<file path="src/rtl/uart_top.sv">
// UART echo: 8N1 bytes received on rs232_rx are retransmitted unchanged on rs232_tx.
// Define UART_RX_MAJORITY_EN to take each RX sample as a 2-of-3 vote around mid-bit.
module uart_top #(
    parameter int CLK_FREQ = 50000000,
    parameter int BAUD     = 9600
) (
    input  logic clk,
    input  logic rst_n,
    input  logic rs232_rx,
    output logic rs232_tx
);
    localparam int BIT_DIV  = CLK_FREQ / BAUD;
    localparam int HALF_DIV = BIT_DIV / 2;
    localparam int CNT_W    = $clog2(BIT_DIV + 1);
`ifdef UART_RX_MAJORITY_EN
    localparam int START_POS = HALF_DIV;
`else
    localparam int START_POS = HALF_DIV - 1;
`endif
    localparam logic [CNT_W-1:0] START_LAST = CNT_W'(START_POS);
    localparam logic [CNT_W-1:0] BIT_LAST   = CNT_W'(BIT_DIV - 1);

    typedef enum logic [1:0] {ST_IDLE, ST_START, ST_DATA, ST_STOP} state_e;

    logic             rx_s1_q, rx_s1_d, rx_s2_q, rx_s2_d, rx_s3_q, rx_s3_d;
    state_e           rx_state_q, rx_state_d, tx_state_q, tx_state_d;
    logic [CNT_W-1:0] rx_cnt_q, rx_cnt_d, tx_cnt_q, tx_cnt_d;
    logic [2:0]       rx_bit_q, rx_bit_d, tx_bit_q, tx_bit_d;
    logic [7:0]       rx_shift_q, rx_shift_d, tx_shift_q, tx_shift_d;
    logic [7:0]       buf_data_q, buf_data_d;
    logic             buf_full_q, buf_full_d;
    logic             tx_q, tx_d;
    logic             rx_sample;

`ifdef UART_RX_MAJORITY_EN
    logic rx_s4_q, rx_s4_d;
    // Decision one clock after mid-bit: s2/s3/s4 hold mid+1, mid, mid-1.
    assign rx_sample = (rx_s2_q & rx_s3_q) | (rx_s2_q & rx_s4_q) | (rx_s3_q & rx_s4_q);
`else
    assign rx_sample = rx_s2_q;
`endif

    assign rs232_tx = tx_q;

    always_comb begin
        rx_s1_d    = rs232_rx;
        rx_s2_d    = rx_s1_q;
        rx_s3_d    = rx_s2_q;
`ifdef UART_RX_MAJORITY_EN
        rx_s4_d    = rx_s3_q;
`endif
        rx_state_d = rx_state_q;
        rx_cnt_d   = rx_cnt_q + 1'b1;
        rx_bit_d   = rx_bit_q;
        rx_shift_d = rx_shift_q;
        tx_state_d = tx_state_q;
        tx_cnt_d   = tx_cnt_q + 1'b1;
        tx_bit_d   = tx_bit_q;
        tx_shift_d = tx_shift_q;
        tx_d       = tx_q;
        buf_data_d = buf_data_q;
        buf_full_d = buf_full_q;

        // TX is evaluated first so a same-cycle RX write re-fills the buffer.
        case (tx_state_q)
            ST_IDLE: begin
                tx_cnt_d = '0;
                tx_d     = 1'b1;
                if (buf_full_q) begin
                    tx_shift_d = buf_data_q;
                    buf_full_d = 1'b0;
                    tx_state_d = ST_START;
                    tx_d       = 1'b0;
                end
            end
            ST_START: begin
                if (tx_cnt_q == BIT_LAST) begin
                    tx_cnt_d   = '0;
                    tx_bit_d   = '0;
                    tx_d       = tx_shift_q[0];
                    tx_shift_d = {1'b0, tx_shift_q[7:1]};
                    tx_state_d = ST_DATA;
                end
            end
            ST_DATA: begin
                if (tx_cnt_q == BIT_LAST) begin
                    tx_cnt_d = '0;
                    if (tx_bit_q == 3'd7) begin
                        tx_d       = 1'b1;
                        tx_state_d = ST_STOP;
                    end else begin
                        tx_d       = tx_shift_q[0];
                        tx_shift_d = {1'b0, tx_shift_q[7:1]};
                        tx_bit_d   = tx_bit_q + 3'd1;
                    end
                end
            end
            default: begin
                if (tx_cnt_q == BIT_LAST) tx_state_d = ST_IDLE;
            end
        endcase

        case (rx_state_q)
            ST_IDLE: begin
                rx_cnt_d = '0;
                // A falling edge is required, so after a framing error the
                // line must first return high before a new frame is accepted.
                if (rx_s3_q && !rx_s2_q) rx_state_d = ST_START;
            end
            ST_START: begin
                if (rx_cnt_q == START_LAST) begin
                    rx_cnt_d   = '0;
                    rx_bit_d   = '0;
                    rx_state_d = rx_sample ? ST_IDLE : ST_DATA;
                end
            end
            ST_DATA: begin
                if (rx_cnt_q == BIT_LAST) begin
                    rx_cnt_d   = '0;
                    rx_shift_d = {rx_sample, rx_shift_q[7:1]};
                    rx_bit_d   = rx_bit_q + 3'd1;
                    if (rx_bit_q == 3'd7) rx_state_d = ST_STOP;
                end
            end
            default: begin
                if (rx_cnt_q == BIT_LAST) begin
                    rx_cnt_d   = '0;
                    rx_state_d = ST_IDLE;
                    if (rx_sample) begin
                        buf_data_d = rx_shift_q;
                        buf_full_d = 1'b1;
                    end
                end
            end
        endcase
    end

    always_ff @(posedge clk) begin
        if (!rst_n) begin
            rx_s1_q    <= 1'b1;
            rx_s2_q    <= 1'b1;
            rx_s3_q    <= 1'b1;
`ifdef UART_RX_MAJORITY_EN
            rx_s4_q    <= 1'b1;
`endif
            rx_state_q <= ST_IDLE;
            rx_cnt_q   <= '0;
            rx_bit_q   <= '0;
            rx_shift_q <= '0;
            tx_state_q <= ST_IDLE;
            tx_cnt_q   <= '0;
            tx_bit_q   <= '0;
            tx_shift_q <= '0;
            tx_q       <= 1'b1;
            buf_data_q <= '0;
            buf_full_q <= 1'b0;
        end else begin
            rx_s1_q    <= rx_s1_d;
            rx_s2_q    <= rx_s2_d;
            rx_s3_q    <= rx_s3_d;
`ifdef UART_RX_MAJORITY_EN
            rx_s4_q    <= rx_s4_d;
`endif
            rx_state_q <= rx_state_d;
            rx_cnt_q   <= rx_cnt_d;
            rx_bit_q   <= rx_bit_d;
            rx_shift_q <= rx_shift_d;
            tx_state_q <= tx_state_d;
            tx_cnt_q   <= tx_cnt_d;
            tx_bit_q   <= tx_bit_d;
            tx_shift_q <= tx_shift_d;
            tx_q       <= tx_d;
            buf_data_q <= buf_data_d;
            buf_full_q <= buf_full_d;
        end
    end
endmodule

</file>
<file path="config.mk">
export PLATFORM = sky130hd
export DESIGN_NAME = uart_top
export DESIGN_NICKNAME = d
export VERILOG_FILES = /design/src/rtl/uart_top.sv
export SDC_FILE = /design/constraint.sdc
export NUM_CORES = 1
export LEC_CHECK = 0
export CORE_MARGIN = 3
export CORE_UTILIZATION = 50
export CTS_BUF_LIST = sky130_fd_sc_hd__clkbuf_4 sky130_fd_sc_hd__clkbuf_8
export CTS_CLUSTER_SIZE = 10
export DETAILED_ROUTE_END_ITERATION = 10
export GPL_TIMING_DRIVEN = 0
export PLACE_DENSITY = 0.67
export SYNTH_ARGS = -nofsm -noshare
export SYNTH_HDL_FRONTEND = slang
export SYNTH_SLANG_ARGS = --single-unit
</file>
<file path="constraint.sdc">
create_clock -name clk -period 5.1 [get_ports clk]
set_clock_uncertainty 0.05 [all_clocks]
set_input_delay 1.02 -clock clk [delete_from_list [all_inputs] [get_ports clk]]
set_output_delay 1.02 -clock clk [all_outputs]
set_load 0.03 [all_outputs]
</file>
== Word-level counts from Yosys, hierarchy flattened ==
Cells that the tools add are included.
Storage, ports and cells
  register bits: 65
  memory bits (read-only): 0
  memory bits (writable): 0
  memories: 0
  latch bits: 0
  logic and storage cells: 95
  output and inout port bits: 1
Cells by class
  multiply operators: 0
  bitwise logic cells: 1
  shifts and indexed selects: 0
  muxes and demuxes: 39
  divide/modulo/power cells: 0
  add/sub/neg operators: 4
  eq/ne operators: 18
  reduce and logical (&&, ||, !) cells: 19
  $lt $le $gt $ge: 0
Operators by type and width (count)
  case mux 13 bit (2 select lines): 2
  2-to-1 mux 13 bit: 3
  2-to-1 mux 8 bit: 4
  adder 13 x 1 -> 13 bit (second input constant): 2
  equality test 13 bit (second input constant): 2
  case mux 8 bit (3 select lines): 1
  2-to-1 mux 2 bit: 11
  != test 2 bit (second input constant): 9
  2-to-1 mux 3 bit: 5
  AND reduction 5 bit: 3
  equality test 13 x 12 -> 1 bit (second input constant): 1
  case mux 2 bit (3 select lines): 2
  case mux 3 bit (2 select lines): 2
  AND reduction 3 bit: 3
  2-to-1 mux 1 bit: 8
  adder 3 x 1 -> 3 bit (second input constant): 2
  equality test 3 bit (second input constant): 2
  nonzero test 2 bit: 3
  nonzero test 3 bit: 2
  equality test 2 x 1 -> 1 bit (second input constant): 2
  equality test 2 bit (second input constant): 2
  zero test 2 bit: 2
  AND reduction 4 bit: 1
  case mux 1 bit (3 select lines): 1
  6 further kinds: 6

== Depth between registers and ports, before layout ==
  depth after elaboration: 5
  mapped depth: 8
  gate-level depth less buffers: 7

== Worst setup path after synthesis ==
Ideal clock, no wire load.
  path kind: input port to flip-flop
  start point: input rst_n
  end point: register rx_state_q[1]
  data required time: 4.976 ns
  path slack: 3.243 ns
  path buffers: 2
  stages: 4
  data arrival time: 1.732 ns
  library setup time: 0.074 ns
  path through: clkbuf_1 > clkbuf_1 > nand2_1 > o21ai_0
RTL lines
  from (decl): RTL line 8  | input logic rst_n,
  to (signal assigned): RTL line 164  | rx_state_q <= rx_state_d;
  to (decl): RTL line 26  | state_e rx_state_q, rx_state_d, tx_state_q, tx_state_d;

== Worst setup path in the final report ==
  start point: register tx_q (netlist: rs232_tx)
  end point: output rs232_tx
RTL lines
  from (decl): RTL line 32  | logic tx_q, tx_d;
  from (signal assigned): RTL line 172  | tx_q <= tx_d;
  to (decl): RTL line 10  | output logic rs232_tx
No word-level cell between the ends.

==> impl_metrics.yaml <==
status:
  status: "finished, final reports clean"
routing:
  vias: 2181
  antenna_left: 0
  wl_per_cell_um: 12.8
  viasPerCell: 5.24
  first_pass_iters: 4
  wl_um: 5320
  drt_iter0_drc: 45
  drc: 0
placement:
  pre_cts_ws_ps: 2960
  port_buffers: 2
  dp.final_hpwl_um: 3660
  placed_cells: 400
  place_area_mm2: 0.00306
  routabilityCongestion: 0.758
grt:
  grt_pass1_wl_um: 9160
  antenna_found_initial: 0
  grt_max_degree: 12
  grt_pass1_vias: 2007
  grt_overflow: 0
  grtUsageTotal: 0.176
power_and_ir_drop:
  p_seq_frac: 0.506
  power.switching_fraction: 0.204
  power.share.clock: 0.477
  total_power_mw: 1.01
  peakVddDrop_uv: 168
  power.density_mw_per_mm2: 307
  p_int_mw: 0.801
  power_frac_comb: 0.016
  p_switching_mw: 0.206
  power.leakage_nw: 1.21
clock_tree:
  post_cts_buffers: 0
  cts_htree_levels: 3
  cts_made_buffers: 9
  ctsHoldBuffers: 0
  cts.sinks: 65
  clk-insertion-delay-late_ps: 340
  cts_buffer_depth: 2
  clk_pin_slew_worst_paths_ps: 70
  postCtsResizedCells: 0
  cts_tree: "done"
  ctsRootBufferMaster: "clkbuf_8"
floorplanning:
  die_y_um: 82.8
  dieArea_mm2: 0.00685
  num_io_pins: 4
  core_mm2: 0.00561
  fp.dieW_um: 82.8
  num_rows: 27
  floorplan.initialDensity: 0.526
synth:
  synth_warnings: 0
  yosysTopAreaCell: "dfxtp_1"
  synth_edf_count: 0
  synthArstFlopShare: 0
  ys.flop_type: "dfxtp_1"
  synth_top_area_frac: 0.441
  synth_seq_cells: 65
  avgSynthCellArea_um2: 9.04
  ys_types: 41
  synth.area.top_cells: "dfxtp_1 44%, nand2_1 4.8%, xor2_1 4.8%"
  synth_seq_area_share: 0.441
  synth_fp_nets: 339
  netlist_instances: 326
  syn_area_mm2: 0.00295
sta:
  layout_min_cycle_time_ps: 2450
  hold_viol: 0
  fin_setup_tns_ps: 0
  layout_worst_path_cycle_share: 0.480
  worstMarginPinSlew_ps: 617
  maxSlewViolCount: 0
  whs_ps: 359
  worst_slack_ps: 2650
  fmaxAchievable_mhz: 408
  rsz0062_at_grt: "false"
  setup_viol: 0
  slew_headroom: 0.587
cells_and_area:
  postLayoutCellArea_mm2: 0.00328
  areaGrowthSynthToFinish_pct: 11.1
  diodes: 0
  layout-drive-gt1-share: 0.0988
  nets: 352
  finalNonFillerCells: 416
  regArea_mm2: 0.00130
  fin_util: 0.584
  multi_input_area_mm2: 0.00155
  fillers: 529
critical_path:
  cp-end-kind: "primary output"
  worstSetupStartpointType: "flip-flop"
  crit_slowest_cell: "clkdlybuf4s50_1"
  cp_data_required_time_ps: 4030
  critPathMaxStageDelay_ps: 690
  critPathArrivalTime_ps: 1380
  setup.worst_path.class: "reg2out"
  crit_path_cell_trace: "clkdlybuf4s50_1"
  critPathTopFamily: "buffers and inverters"
  crit_fanout: 2
  worst-path-buf-inv: 1
worst_hold_path:
  hold_class: "reg2reg"
flow_run:
  cap_violations: 0
## cells in the final DEF, fill, tap and decap left out, drive strengths merged, types with 7 or more instances in the layout
master  instances
nor2b          13
nand3          24
o21ai          16
nand2b          7
ha             10
a21boi         13
nor2           37
nand2          38
nand4           8
xor2           16
mux2i          10
clkbuf         21
mux2            7
dfxtp          65
inv             7
## area by class of cell
type,instances,area share
clock buffers,11,0.0424
repair buffers,2,0.00611
flip-flops and latches,65,0.397
well taps,72,0.0275
clock inverters,5,0.0241
plain buffers,16,0.0222
multi-input cells,239,0.474
inverters,6,0.00688
## worst register-to-register path: cells and delay by family, from the launching register on
kind | cells | cell delay (ps)
compound gates | 1 | 190
simple gates | 4 | 1200
fa+ha+maj | 1 | 220
flops | 1 | 360
## state kept, by name, summed over array words and instances (netlist names), 2 cells and up
| signal | cells |
|---|---|
| tx_bit_q | 3 |
| rx_shift_q | 8 |
| buf_data_q | 8 |
| tx_state_q | 2 |
| rx_state_q | 2 |
| tx_shift_q | 8 |
| rx_bit_q | 3 |
| tx_cnt_q | 13 |
| rx_cnt_q | 13 |
## synth_stat cells, types with 2 or more instances
library cell / instances
dfxtp_1: 65
nand2_1: 38
nor2_1: 37
nand3_1: 24
xor2_1: 16
nor2b_1: 13
a21boi_0: 10
clkbuf_1: 10
ha_1: 10
mux2i_1: 10
nand4_1: 8
o21ai_1: 8
mux2_2: 7
nand2b_1: 7
o21ai_0: 7
and3_1: 6
inv_1: 6
xnor2_1: 6
and4_1: 4
buf_2: 4
a21boi_1: 3
nand3b_1: 3
a21oi_1: 2
and2_1: 2
nor4bb_1: 2
o211ai_1: 2
o21a_1: 2
## logic make-up after synthesis
kind of cell               Yosys count  synth area share
and+or+nand+nor                    152             0.270
DFF                                 65             0.441
AOI/OAI and AO/OA                   38            0.0883
xor gates and xnor gates            22            0.0654
buffers and inverters               22            0.0323
muxes                               17            0.0607
adders and majority gates           10            0.0424
## routing by layer
layer / global-route usage / part of all wire / vias up
met2: 0.280 / 0.45 / 18
met5: 0 / 0 / -
met3: 0.0518 / 0.025 / 11
met1: 0.223 / 0.51 / 1015
li1: - / - / 1137
met4: 0.0686 / 0.014 / 0
## final timing paths
check                    from     endpoint  slack, ps  cells after the start
setup / recovery     rs232_tx     rs232_tx       2650                      1
setup reg to reg  rx_cnt_q[0]  rx_bit_q[2]       3010                      6
hold reg to reg       rx_s1_q      rx_s2_q        360                      1
hold / removal        rx_s1_q      rx_s2_q        360                      1
## power by group through the flow
stage	clock network (mW)	logic (mW)	registers, mW
after floorplan	0	0.0116	0.521
after global placement	0	0.0167	0.521
after detailed placement	0	0.0168	0.521
after CTS	0.495	0.0167	0.510
after global routing	0.517	0.0184	0.510
final	0.481	0.0165	0.510
Note: power is estimated with default switching activity, not from simulation.
